$ cat src/rtl/uart_resp_pkg.sv
// Shared FSM state encoding and host-link byte codes for uart_mem_responder.
// Pure definitions; no logic and no latency.
package uart_resp_pkg;

    typedef enum logic [2:0] {
        IDLE,
        ADDR,
        WDATA,
        MEM,
        TX_START,
        TX_WAIT
    } state_e;

    localparam logic [7:0] CMD_WR  = 8'h57;
    localparam logic [7:0] CMD_RD  = 8'h52;
    localparam logic [7:0] RSP_ACK = 8'h06;
    localparam logic [7:0] RSP_NAK = 8'h15;

endpackage

$ cat src/rtl/uart_mem_responder.sv
// UART host-link responder: decodes 9-byte write / 5-byte read packets into one bus access, replies ACK/NAK/rdata.
// Bus request starts the cycle after the last packet byte; first tx byte the cycle after ack; rx bytes arriving while busy are dropped.
module uart_mem_responder
    import uart_resp_pkg::*;
#(
    parameter int TIMEOUT_CCS = 21700
) (
    input  logic        clk_i,
    input  logic        rst_ni,
    input  logic [7:0]  rx_byte_i,
    input  logic        rx_valid_i,
    output logic [7:0]  tx_byte_o,
    output logic        tx_valid_o,
    input  logic        tx_done_i,
    output logic        mem_req_o,
    output logic        mem_we_o,
    output logic [31:0] mem_addr_o,
    output logic [31:0] mem_wdata_o,
    input  logic [31:0] mem_rdata_i,
    input  logic        mem_ack_i,
    output logic        busy_o,
    output logic        drop_o
);

    localparam int            TW       = $clog2(TIMEOUT_CCS + 1);
    localparam logic [TW-1:0] TMO_LAST = TW'(TIMEOUT_CCS - 1);

    state_e        state_q;
    logic [1:0]    cnt_q;
    logic [1:0]    rem_q;
    logic [TW-1:0] timer_q;
    logic [23:0]   resp_q;
    logic [7:0]    tx_byte_q;
    logic          tx_valid_q;
    logic          mem_req_q;
    logic          mem_we_q;
    logic [31:0]   addr_q;
    logic [31:0]   wdata_q;
    logic          drop_q;

    logic          rx_phase_d;
    logic          timeout_d;

    assign rx_phase_d = (state_q == ADDR) || (state_q == WDATA);
    // timer_q counts idle cycles since the last accepted byte; expiry beats a coincident byte
    assign timeout_d  = rx_phase_d && (timer_q == TMO_LAST);

    always_ff @(posedge clk_i) begin
        if (!rst_ni) begin
            state_q    <= IDLE;
            cnt_q      <= 2'd0;
            rem_q      <= 2'd0;
            timer_q    <= '0;
            resp_q     <= 24'd0;
            tx_byte_q  <= 8'd0;
            tx_valid_q <= 1'b0;
            mem_req_q  <= 1'b0;
            mem_we_q   <= 1'b0;
            addr_q     <= 32'd0;
            wdata_q    <= 32'd0;
            drop_q     <= 1'b0;
        end else begin
            tx_valid_q <= 1'b0;
            drop_q     <= 1'b0;
            case (state_q)
                IDLE: begin
                    if (rx_valid_i) begin
                        if (rx_byte_i == CMD_WR || rx_byte_i == CMD_RD) begin
                            mem_we_q <= (rx_byte_i == CMD_WR);
                            cnt_q    <= 2'd0;
                            timer_q  <= '0;
                            state_q  <= ADDR;
                        end else begin
                            tx_byte_q  <= RSP_NAK;
                            tx_valid_q <= 1'b1;
                            rem_q      <= 2'd0;
                            state_q    <= TX_START;
                        end
                    end
                end
                ADDR, WDATA: begin
                    if (timeout_d) begin
                        cnt_q   <= 2'd0;
                        drop_q  <= rx_valid_i;
                        state_q <= IDLE;
                    end else if (rx_valid_i) begin
                        timer_q <= '0;
                        // 2-bit counter wraps to 0 after the 4th byte of each field
                        cnt_q   <= cnt_q + 2'd1;
                        if (state_q == ADDR) begin
                            addr_q[{cnt_q, 3'b000} +: 8] <= rx_byte_i;
                        end else begin
                            wdata_q[{cnt_q, 3'b000} +: 8] <= rx_byte_i;
                        end
                        if (cnt_q == 2'd3) begin
                            if (state_q == ADDR && mem_we_q) begin
                                state_q <= WDATA;
                            end else begin
                                mem_req_q <= 1'b1;
                                state_q   <= MEM;
                            end
                        end
                    end else begin
                        timer_q <= timer_q + TW'(1);
                    end
                end
                MEM: begin
                    drop_q <= rx_valid_i;
                    if (mem_ack_i) begin
                        mem_req_q  <= 1'b0;
                        tx_valid_q <= 1'b1;
                        state_q    <= TX_START;
                        if (mem_we_q) begin
                            tx_byte_q <= RSP_ACK;
                            rem_q     <= 2'd0;
                        end else begin
                            tx_byte_q <= mem_rdata_i[7:0];
                            resp_q    <= mem_rdata_i[31:8];
                            rem_q     <= 2'd3;
                        end
                    end
                end
                TX_START: begin
                    drop_q  <= rx_valid_i;
                    state_q <= TX_WAIT;
                end
                TX_WAIT: begin
                    drop_q <= rx_valid_i;
                    if (tx_done_i) begin
                        if (rem_q != 2'd0) begin
                            tx_byte_q  <= resp_q[7:0];
                            resp_q     <= {8'd0, resp_q[23:8]};
                            rem_q      <= rem_q - 2'd1;
                            tx_valid_q <= 1'b1;
                            state_q    <= TX_START;
                        end else begin
                            state_q <= IDLE;
                        end
                    end
                end
                default: state_q <= IDLE;
            endcase
        end
    end

    assign tx_byte_o   = tx_byte_q;
    assign tx_valid_o  = tx_valid_q;
    assign mem_req_o   = mem_req_q;
    assign mem_we_o    = mem_we_q;
    assign mem_addr_o  = addr_q;
    assign mem_wdata_o = wdata_q;
    assign busy_o      = (state_q != IDLE);
    assign drop_o      = drop_q;

endmodule

$ cat config.mk
export PLATFORM = sky130hd
export DESIGN_NAME = uart_mem_responder
export DESIGN_NICKNAME = d
export VERILOG_FILES = /design/src/rtl/uart_resp_pkg.sv /design/src/rtl/uart_mem_responder.sv
export SDC_FILE = /design/constraint.sdc
export NUM_CORES = 1
export LEC_CHECK = 0
export BUFFER_PORTS_ARGS = -buffer_cell sky130_fd_sc_hd__buf_2
export CAP_MARGIN = 20
export CORE_ASPECT_RATIO = 1.1
export CORE_MARGIN = 4
export CORE_UTILIZATION = 30
export DETAILED_ROUTE_END_ITERATION = 12
export PLACE_DENSITY = 0.51
export SLEW_MARGIN = 20
export SYNTH_ARGS = -nofsm -noshare
export SYNTH_HDL_FRONTEND = slang
export SYNTH_SLANG_ARGS = --single-unit
export TNS_END_PERCENT = 20
$ cat constraint.sdc
create_clock -name clk_i -period 3.2 [get_ports clk_i]
set_input_delay 0.48 -clock clk_i [delete_from_list [all_inputs] [get_ports clk_i]]
set_output_delay 0.48 -clock clk_i [all_outputs]
set_load 0.01 [all_outputs]
; ---- Word-level counts from Yosys, hierarchy flattened
; Index checks and enable logic that the tools add are counted.
[op_classes]
n_addsub = 4
n_eq_ne = 22
shift = 2
muxes = 55
bitwise_logic = 2
reduce_logical = 22
[ops]
columns = op, n
row1 = $mux W24, 4
row2 = $bwmux W32, 2
row3 = $mux W15, 4
row4 = $mux W8, 6
row5 = $pmux W24 S2, 1
row6 = $shift A8 B7 Y32 const A, 1
row7 = $shiftx A8 B7 Y32, 1
row8 = $pmux W15 S2, 1
row9 = $mux W3, 8
row10 = $pmux W8 S3, 1
row11 = $ne A2 B2 Y1 const B, 11
row12 = $mux W2, 10
row13 = $eq A8 B7 Y1 const B, 2
row14 = $reduce_and A4 Y1, 4
row15 = $add A15 B1 Y15 const B, 1
row16 = $eq A15 B15 Y1 const B, 1
row17 = $pmux W3 S5, 1
row18 = $mux W1, 12
row19 = $reduce_and A6 Y1, 2
row20 = $reduce_and A5 Y1, 2
row21 = $reduce_bool A2 Y1, 4
row22 = $neg A5 Y7, 1
row23 = $eq A3 B2 Y1 const B, 2
row24 = $eq A3 B3 Y1 const B, 2
row25 = 17 further kinds, 23
[word_totals]
register_bits = 122
in_bits = 45
output_inout_bits = 77

; ---- Logic depth before layout (Yosys ltp)
; Gate-level depths: netlist of the first run.
[logic_depth]
depth_word = 7
depth_mapped = 10

; ---- Worst setup path after synthesis of the first run
; Ideal clock, no wire load.
[synth_timing]
path_kind = register -> register
from = reg timer_q[0]
to = reg addr_q[31] (netlist: mem_addr_o[31])
arrival_time_ns = 2.191
setup_slack_ns = 0.881
stages_incl_launch_ff = 11
synth_period_minus_slack_ns = 2.319
cell_sequence = dfxtp_1 -> ha_1 -> clkbuf_1 -> nor4b_1 -> and4_1 -> buf_2 -> buf_2 -> or3_1 -> buf_2 -> mux2i_1 -> nor2_1
[synth_between]
elab_chain_cells = 4
[synth_rtl]
columns = item, line
row1 = start: declaration, uart_mem_responder.sv:31  ; logic [TW-1:0] timer_q;
row2 = start signal: assignment, uart_mem_responder.sv:104  ; timer_q <= timer_q + TW'(1);
row3 = $eq A15 B15 Y1, uart_mem_responder.sv:46  ; assign timeout_d = rx_phase_d && (timer_q == TMO_LAST);
row4 = $logic_and A1 B1 Y1, uart_mem_responder.sv:46
row5 = $not A1 Y1 (no line), --
row6 = $reduce_and A4 Y1 (no line), --
row7 = end signal: indexed assignment, uart_mem_responder.sv:91  ; addr_q[{cnt_q, 3'b000} +: 8] <= rx_byte_i;
row8 = end: declaration, uart_mem_responder.sv:37  ; logic [31:0] addr_q;
; Every way passes these cells.
; A chain may end at the register's enable or synchronous reset.

; ---- Worst setup path after layout of the first run
[layout_timing]
from = reg state_q[0]
to = reg addr_q[6] (netlist: mem_addr_o[6])
[layout_between]
elab_chain_cells = 5
[layout_rtl]
columns = item, line
row1 = start: declaration, uart_mem_responder.sv:28  ; state_e state_q;
row2 = start signal: assignment, uart_mem_responder.sv:50  ; state_q <= IDLE;
row3 = start signal: assignment, uart_mem_responder.sv:72  ; state_q <= ADDR;
row4 = start signal: assignment, uart_mem_responder.sv:77  ; state_q <= TX_START;
row5 = $eq A3 B1 Y1 / $eq A3 B2 Y1 (equally long branches), "uart_mem_responder.sv:44, uart_mem_responder.sv:65, uart_mem_responder.sv:90"
row6 = $logic_or A1 B1 Y1, uart_mem_responder.sv:44  ; assign rx_phase_d = (state_q == ADDR) || (state_q == WDATA);
row7 = $logic_and A1 B1 Y1, uart_mem_responder.sv:46
row8 = $not A1 Y1 (no line), --
row9 = $reduce_and A4 Y1 (no line) *, --
; Every way passes the cells marked *; elsewhere a longest branch is shown, timed or not.

==> results.toml, run 1 <==
[clocking]
htree_levels = 4
clock_path_buffers = 2
clock_latency_ns = 0.42
cts_made_buffers = 17
clkTransAtPathRegs_ns = 0.06
cts_tree = "built"
post_cts_resized = 0
cts_hold_buf = 0
post-cts-setup-buffers = 0
cts-root-buf = "clkbuf_16"
numClockSinks = 122

[logic_synthesis]
synthCells = 652
synthDistinctLibCells = 54
avgSynthCellArea_um2 = 8.29
synth.top_cell.area_share = 0.452
synth_seq_cells = 122
yosysSeqAreaShare = 0.452
ys_top_cells_by_area = "dfxtp_1 (45%), nand2_1 (5.8%), nand3_1 (4.7%)"
synth_top_cell_by_area = "dfxtp_1"
synth_edf_count = 0
synth_warnings = 0
synth_nets = 703
syn_area_um2 = 5410
synth-async-reset-ratio = 0
synth_ff_type = "dfxtp_1"

[power]
peakVddDrop_v = 0.000380
power_leakage_nw = 2.73
powerDensity_nw_per_um2 = 662

[setup_path]
critPathSlowestCell = "nor3_1"
rr_endpoint = "mem_addr_o[6]"
worst_setup_path_end_kind = "flop"
r2r_slack_ns = 0.61
reg2reg_from = "state_q[0]"
critPathLaunchType = "flop"
crit_required_ns = 3.54
critical_path_buf_inv_count = 2
ff2ff_path_depth = 6
worstPathMaxFanout = 16
cp_top_family = "simple AND/OR/NAND/NOR gates"
crit_arrival_ns = 2.93
critical_path_class = "flop to flop"
crit_chain = "buf_4, inv_1, or3_1, nor3_1, nand3_1, a21oi_1"
cp_slowest_stage_delay_ns = 0.70

[run_status]
status = "finished, final reports clean"

[min_path]
holdPathEnd = "resp_q[21]"
hp-start = "mem_rdata_i[29]"
min_path_cells = 3
hp-class = "input pin to flop"

[finish]
antenna-diode-count = 0
fin_area_um2 = 6840
fillCellCount = 1811
drive_above_1_share = 0.234
synthToLayoutAreaGrowth_pct = 26.6
stdcell_count = 1010
nets = 811

[route]
via_count = 5086
drtIter0Drc = 355
via_per_inst = 5.04
drc = 0
wl_mm = 15.7
ant_nets = 0
drt_pass1_iterations = 5
avgRoutedWirePerCell_um = 15.5

[place]
place.gp.congestion = 0.785
dpl-instance-area_um2 = 6240
hpwl_mm = 11.1
io_buffers = 121
post-place-cells = 979

[sta]
fin_crit_ns = 2.59
tightest_slew_ns = 0.826
finalHoldViolations = 0
fmax_mhz = 386
final-setup-viol-count = 0
post-route-period-util = 0.809
grt_setup_unrepaired = "no"
fin_skew_ns = 0.00760
relSlewSlack = 0.445
finalSetupTns_ns = 0
drv_slew = 0

[global_routing]
grt_usage = 0.158
grt_antenna_before_repair = 0
overflow = 0
grt_pass1_vias = 5081
grt_pass1_wl_mm = 25.5
grt_max_degree = 52

[floorplan]
io_pins = 122
die_area_um2 = 20200
initial_core_util = 0.306
die_y_um = 149
core_um2 = 17700
num_rows = 51
die_w_um = 136

[run]
maxCapViolCount = 0
[kinds of logic (layout without fill, tap and decap cells)]
group	after synthesis	count (layout)	synth area share
buffers and inverters	61	181	0.0472
adders and majority gates	6	6	0.0139
AOI/OAI and AO/OA	140	140	0.164
DFF	122	122	0.452
and+or+nand+nor	304	304	0.289
xor gates and xnor gates	3	3	0.00486
muxes	16	16	0.0296
[registers in the layout (all words and copies together) (netlist names)]
register / count
cnt_q: 2
drop_o: 1
mem_addr_o: 32
mem_req_o: 1
mem_wdata_o: 32
mem_we_o: 1
rem_q: 2
resp_q: 24
state_q: 3
timer_q: 15
tx_byte_o: 8
tx_valid_o: 1
[metrics by stage]
step / hold WS, ns / setup WS (ns) / utilization / power (W)
after global placement: 0.439 / 0.679 / 0.353 / 0.00266
after detailed placement: 0.447 / 0.549 / 0.353 / 0.00267
after CTS: 0.295 / 0.547 / 0.386 / 0.00458
after global routing: 0.313 / 0.314 / 0.387 / 0.00478
final: 0.315 / 0.611 / 0.387 / 0.00453
after floorplan: 0.440 / 0.881 / - / 0.00238
[worst min-delay path: cells and delay by family]
family / cells / cell delay (ns)
AO/OA/AOI/OAI: 1 / 0.07
buffers and inverters: 1 / 0.08
AND/OR/NAND/NOR: 1 / 0.08
[synth_stat cells (8+ instances only)]
cell type	instances
dfxtp_1	122
nand2_1	83
nor2_1	56
nand3_1	51
a21oi_1	44
clkbuf_1	34
nand4_1	22
o21ai_0	22
nand2b_1	21
a311oi_1	17
mux2i_1	16
o21ai_1	15
nor3_1	14
or3_1	11
and2_1	10
buf_2	9
inv_1	9
a22oi_1	8
[cells in the final DEF (no fill, tap or decap), types with 19 or more instances in the layout]
master	instances
nand3_1	51
buf_2	121
o21ai_0	22
nor2_1	56
nand2_1	83
a21oi_1	44
dfxtp_1	122
nand4_1	22
nand2b_1	21
buf_4	19
[metal layers]
| layer | vias up | share of wire | global-route usage | routed length, um |
|---|---|---|---|---|
| met5 | - | 0 | 0 | 0 |
| met4 | 0 | 0.017 | 0.0570 | 269 |
| met3 | 25 | 0.054 | 0.0482 | 852 |
| met2 | 117 | 0.48 | 0.252 | 7510 |
| met1 | 2394 | 0.45 | 0.202 | 7070 |
| li1 | 2550 | - | - | - |
[worst max-delay path by stage]
stage	cells past startpoint	start	end
after global placement	7	rx_valid_i	timer_q[13]
after floorplan	10	timer_q[0]	mem_addr_o[31]
after global routing	6	state_q[0]	mem_addr_o[1]
after detailed placement	4	state_q[1]	mem_wdata_o[22]
after CTS	4	state_q[1]	mem_wdata_o[22]
final	6	state_q[0]	mem_addr_o[6]
[cell type report]
class | instances | area (um^2) | area share
Timing Repair Buffer | 140 | 748 | 0.109
Clock inverter | 11 | 120 | 0.0176
Clock buffer | 20 | 467 | 0.0682
Sequential cell | 122 | 2440 | 0.357
Multi-Input combinational cell | 469 | 2730 | 0.399
Tap cell | 238 | 298 | 0.0435
Inverter | 10 | 37.5 | 0.00548
[report_power, final]
| group | internal, W | total (W) | leakage [nW] | switching, W |
|---|---|---|---|---|
| Combinational | 0.000343 | 0.000953 | 1.46 | 0.000610 |
| Sequential | 0.00162 | 0.00170 | 0.986 | 0.0000756 |
| Clock | 0.00120 | 0.00189 | 0.284 | 0.000687 |
No activity file was read; power rests on OpenSTA's default activity.
==> inputs of run 2 (changes only) <==
--- a/config.mk
+++ b/config.mk
@@ -5,13 +5,14 @@
 export SDC_FILE = /design/constraint.sdc
 export NUM_CORES = 1
 export LEC_CHECK = 0
+export ABC_AREA = 1
 export BUFFER_PORTS_ARGS = -buffer_cell sky130_fd_sc_hd__buf_2
 export CAP_MARGIN = 20
 export CORE_ASPECT_RATIO = 1.1
 export CORE_MARGIN = 4
 export CORE_UTILIZATION = 30
 export DETAILED_ROUTE_END_ITERATION = 12
-export PLACE_DENSITY = 0.51
+export PLACE_DENSITY = 0.53
 export SLEW_MARGIN = 20
 export SYNTH_ARGS = -nofsm -noshare
 export SYNTH_HDL_FRONTEND = slang
==> constraint.sdc (replaced) <==
create_clock -name clk_i -period 2.15 [get_ports clk_i]
set_input_delay 0.3225 -clock clk_i [delete_from_list [all_inputs] [get_ports clk_i]]
set_output_delay 0.3225 -clock clk_i [all_outputs]
set_load 0.01 [all_outputs]
==> results.toml, run 2 <==
[global_routing]
grt_usage = 0.163
grt_antenna_before_repair = 1
grt_max_degree = 34
grt_pass1_wl_mm = 29.2
grt_pass1_vias = 5793
overflow = 0

[logic_synthesis]
synth_nets = 964
synth_warnings = 0
synth_edf_count = 0
synth_seq_cells = 122
ys_top_cells_by_area = "dfxtp_1 (41%), nand2_1 (17%), nor2_1 (10%)"
synth_top_cell_by_area = "dfxtp_1"
synthCells = 913
synthDistinctLibCells = 29
syn_area_um2 = 5950
yosysMostFrequentCell = "nand2_1"
avgSynthCellArea_um2 = 6.51
yosysSeqAreaShare = 0.411
synth-async-reset-ratio = 0
netlist_top_cells_count = "nand2_1 (268), nor2_1 (162), dfxtp_1 (122)"
synth.top_cell.area_share = 0.411
synth_ff_type = "dfxtp_1"

[place]
dpl-instance-area_um2 = 6820
place.gp.congestion = 0.834
hpwl_mm = 13.4
io_buffers = 121

[min_path]
hp-class = "input pin to flop"
hp-start = "mem_rdata_i[24]"

[route]
via_count = 6011
drc = 0
drtIter0Drc = 389
via_per_inst = 4.65
wl_mm = 18.1
avgRoutedWirePerCell_um = 14.0
drt_pass1_iterations = 5
ant_nets = 0

[floorplan]
num_rows = 53
die_w_um = 142
die_area_um2 = 22100
die_y_um = 156
io_pins = 122
core_um2 = 19300
initial_core_util = 0.308

[finish]
drive_above_1_share = 0.187
fillCellCount = 2132
fin_area_um2 = 7380
final_cell_mix = "nand2_1 (268), nor2_1 (160), dfxtp_1 (122)"
final_common_cell = "nand2_1"
nets = 1082
synthToLayoutAreaGrowth_pct = 24.2

[power]
internal_power_w = 0.00483
power_leakage_nw = 3.48
switching_share = 0.347
peakVddDrop_v = 0.000643
powerDensity_nw_per_um2 = 1000
power.share.combinational = 0.275
switching_power_w = 0.00257
power_w = 0.00740
p_seq_frac = 0.359
p_clk_frac = 0.366

[clocking]
clkTransAtPathRegs_ns = 0.06
cts_made_buffers = 17
post_cts_resized = 0
post-cts-setup-buffers = 0
clock_path_buffers = 2
cts_tree = "built"
cts_hold_buf = 0
htree_levels = 4
cts-root-buf = "clkbuf_16"
clock_latency_ns = 0.42
numClockSinks = 122

[sta]
fin_hold_ws_ns = 0.172
relSlewSlack = 0.657
finalHoldViolations = 0
grt_setup_unrepaired = "yes"
final-setup-viol-count = 0
tightest_slew_ns = 0.514
fin_skew_ns = 0.00808
finalSetupTns_ns = 0
post-route-period-util = 0.911
drv_slew = 0
fin_crit_ns = 1.96
fmax_mhz = 511

[run_status]
status = "finished, final reports clean"

[setup_path]
crit_required_ns = 2.45
critPathSlowestCell = "dfxtp_1"
crit_chain = "nand2_1, nand2_1, nor2_2, nand3_1, nand4_2, o21bai_1, nor2_1"
r2r_slack_ns = 0.19
cp_slowest_stage_delay_ns = 0.44
critPathLaunchType = "flop"
crit_top_cell = "nand2_1"
crit_arrival_ns = 2.25
worst_setup_path_end_kind = "flop"
reg2reg_from = "state_q[0]"
critical_path_class = "flop to flop"
startpoint = "state_q[0]"
worstPathMaxFanout = 16

[run]
maxCapViolCount = 0
==> run 2: routing by layer <==
layer  vias to the layer above  GRT usage  part of all wire
met3                        18     0.0426             0.057
met4                         0     0.0462             0.012
met5                         -          0                 0
li1                       3138          -                 -
met1                      2711      0.216              0.47
met2                       144      0.262              0.46
==> run 2: worst paths after layout <==
check	end	cells after the start
setup / recovery	mem_wdata_o[0]	7
hold / removal	resp_q[16]	3
setup reg to reg	mem_wdata_o[0]	7
hold reg to reg	mem_addr_o[11]	2
==> run 2: worst max-delay path: cells and delay by family, from the launching register on <==
| family | cells | cell delay (ns) |
|---|---|---|
| flip-flops | 1 | 0.44 |
| AND/OR/NAND/NOR | 6 | 1.07 |
| AO/OA/AOI/OAI | 1 | 0.32 |
==> run 2: layout make-up <==
type,count,area (um^2),area share
timing repair buffer,144,778,0.105
multi-input combinational,659,2970,0.402
clock inverter,10,93.8,0.0127
sequential,122,2440,0.331
clock buffer,22,464,0.0629
antenna,1,2.50,0.000339
inverter,87,327,0.0442
tap,247,309,0.0419
==> run 2: logic make-up (layout without fill, tap and decap cells) <==
| logic type | after synthesis | count (layout) | synth area share |
|---|---|---|---|
| compound gates | 109 | 109 | 0.0974 |
| fa+ha+maj | 6 | 6 | 0.0126 |
| buf+inv | 132 | 263 | 0.0911 |
| flops | 122 | 122 | 0.411 |
| other cells | 0 | 1 | 0 |
| simple gates | 544 | 544 | 0.388 |
==> run 2: through the flow <==
| stage | cells | util | setup WS, ns |
|---|---|---|---|
| finish | 1292 | 0.383 | 0.192 |
| global route | 1292 | 0.383 | -0.0106 |
| CTS | 1291 | 0.382 | 0.175 |
| detailed placement | 1259 | 0.353 | 0.173 |
| global placement | 1259 | 0.353 | 0.198 |
| floorplan | 913 | - | 0.129 |
==> run 2: power groups by stage <==
stage | Clock [W] | Sequential (W) | Combinational [W]
2_1_floorplan | 0 | 0.00275 | 0.00131
3_3_place_gp | 0 | 0.00270 | 0.00203
3_5_place_dp | 0 | 0.00271 | 0.00203
4_1_cts | 0.00277 | 0.00266 | 0.00204
5_1_grt | 0.00287 | 0.00268 | 0.00231
6_report | 0.00271 | 0.00266 | 0.00203
==> inputs of run 3 (changes only) <==
--- a/config.mk
+++ b/config.mk
@@ -5,7 +5,7 @@
 export SDC_FILE = /design/constraint.sdc
 export NUM_CORES = 1
 export LEC_CHECK = 0
-export ABC_AREA = 1
+export ABC_AREA = 0
 export BUFFER_PORTS_ARGS = -buffer_cell sky130_fd_sc_hd__buf_2
 export CAP_MARGIN = 20
 export CORE_ASPECT_RATIO = 1.1
==> results.toml, run 3 (synthesis results as in run 1) <==
[run_status]
status = "finished, final reports clean"

[sta]
tightest_slew_ns = 0.683
drv_slew = 0
final-setup-viol-count = 0
relSlewSlack = 0.541
setup_ws_ns = 0.107
fmax_mhz = 489
post-route-period-util = 0.950
finalHoldViolations = 0
fin_crit_ns = 2.04
finalSetupTns_ns = 0
fin_skew_ns = 0.0117

[clocking]
cts_made_buffers = 17
post-cts-setup-buffers = 0
clock_latency_ns = 0.42
numClockSinks = 122
clock_path_buffers = 2
cts-root-buf = "clkbuf_16"
cts_tree = "built"
clkTransAtPathRegs_ns = 0.05
htree_levels = 4

[route]
drc = 0
via_count = 5193
drt_pass1_iterations = 4
avgRoutedWirePerCell_um = 15.2
ant_nets = 0
via_per_inst = 4.93
drtIter0Drc = 222
wl_mm = 16.0

[floorplan]
io_pins = 122
core_um2 = 17700
die_y_um = 149
num_rows = 51
die_area_um2 = 20200
initial_core_util = 0.306
die_w_um = 136

[setup_path]
ff2ff_path_depth = 5
crit_arrival_ns = 2.35
crit_required_ns = 2.46
worstPathMaxFanout = 11
critical_path_class = "flop to flop"
worst_setup_path_end_kind = "flop"
reg2reg_from = "state_q[1]"
rr_endpoint = "timer_q[2]"
critPathLaunchType = "flop"
r2r_slack_ns = 0.11

[finish]
nets = 853
drive_above_1_share = 0.280
fillCellCount = 1797
stdcell_count = 1053
antenna-diode-count = 0
synthToLayoutAreaGrowth_pct = 33.9
final_cell_mix = "dfxtp_1 (121), buf_2 (121), nand2_1 (83)"

[place]
place.gp.congestion = 0.823
post-place-cells = 1021
place_ws_ns = -0.119
io_buffers = 121
hpwl_mm = 11.2

[global_routing]
grt_max_degree = 49
grt_pass1_wl_mm = 25.6
grt_usage = 0.159
grt_antenna_before_repair = 0
grt_pass1_vias = 4927
overflow = 0

[min_path]
hp-start = "mem_rdata_i[29]"
hp-class = "input pin to flop"
holdPathEnd = "resp_q[21]"
min_path_cells = 3

[run]
maxCapViolCount = 0

[power]
peakVddDrop_v = 0.000566
power_leakage_nw = 2.96
powerDensity_nw_per_um2 = 979
power_w = 0.00709
run 3: cell count changes in the layout (fill, tap and decap cells not counted), moves of 14 or more:
cell	before	now
mux2i_1	0	16
nand2_1	268	83
buf_4	23	59
a311oi_1	0	17
o21ai_1	1	15
nand2b_1	0	21
nor2_1	160	56
inv_1	84	9
a21oi_1	72	44
run 3: stage by stage:
stage | cell area [um^2] | hold slack [ns] | utilization
detailed placement | 6590 | 0.446 | 0.373
CTS | 7210 | 0.132 | 0.408
global route | 7240 | 0.139 | 0.410
global placement | 6590 | 0.441 | 0.373
floorplan | 5430 | 0.440 | -
finish | 7240 | 0.151 | 0.410
run 3: cell type report:
type	instances	area, um^2	area share
multi-input cells	469	2770	0.382
flip-flops and latches	122	2440	0.338
repair buffers	182	1090	0.150
clock buffers	22	464	0.0641
well taps	238	298	0.0411
clock inverters	10	141	0.0195
inverters	10	37.5	0.00518
run 3: power breakdown:
group          internal, W  switching (W)
sequential         0.00241      0.0000719
combinational     0.000670       0.000995
clock              0.00189        0.00105
total              0.00497        0.00212
run 3: critical path, stage by stage, from the launching register on:
cell      delay [ns]
dfxtp_1         0.36
or4b_4          0.53
or4_4           0.57
o311ai_1        0.15
buf_4           0.26
nor2_1          0.07
run 3: worst max path at each step:
stage | start | end | cells past startpoint
5_1_grt | timer_q[6] | timer_q[11] | 7
6_report | state_q[1] | timer_q[2] | 5
4_1_cts | timer_q[6] | timer_q[5] | 7
3_5_place_dp | timer_q[0] | mem_wdata_o[14] | 5
3_3_place_gp | timer_q[0] | mem_wdata_o[12] | 5
2_1_floorplan | timer_q[0] | mem_wdata_o[6] | 10
run 3: what timing repair did:
action,CTS,global route
setup endpoints to repair,8,46
pin swaps,0,1
hold buffers,0,0
endpoints found under the hold margin,0,0
gates resized for setup,1,8
run 3: layer usage:
metal	wire (um)	part of all wire	vias to the layer above	track usage
met4	297	0.019	0	0.0554
li1	-	-	2641	-
met3	772	0.048	25	0.0476
met1	7410	0.46	2418	0.211
met2	7480	0.47	109	0.248
met5	0	0	-	0
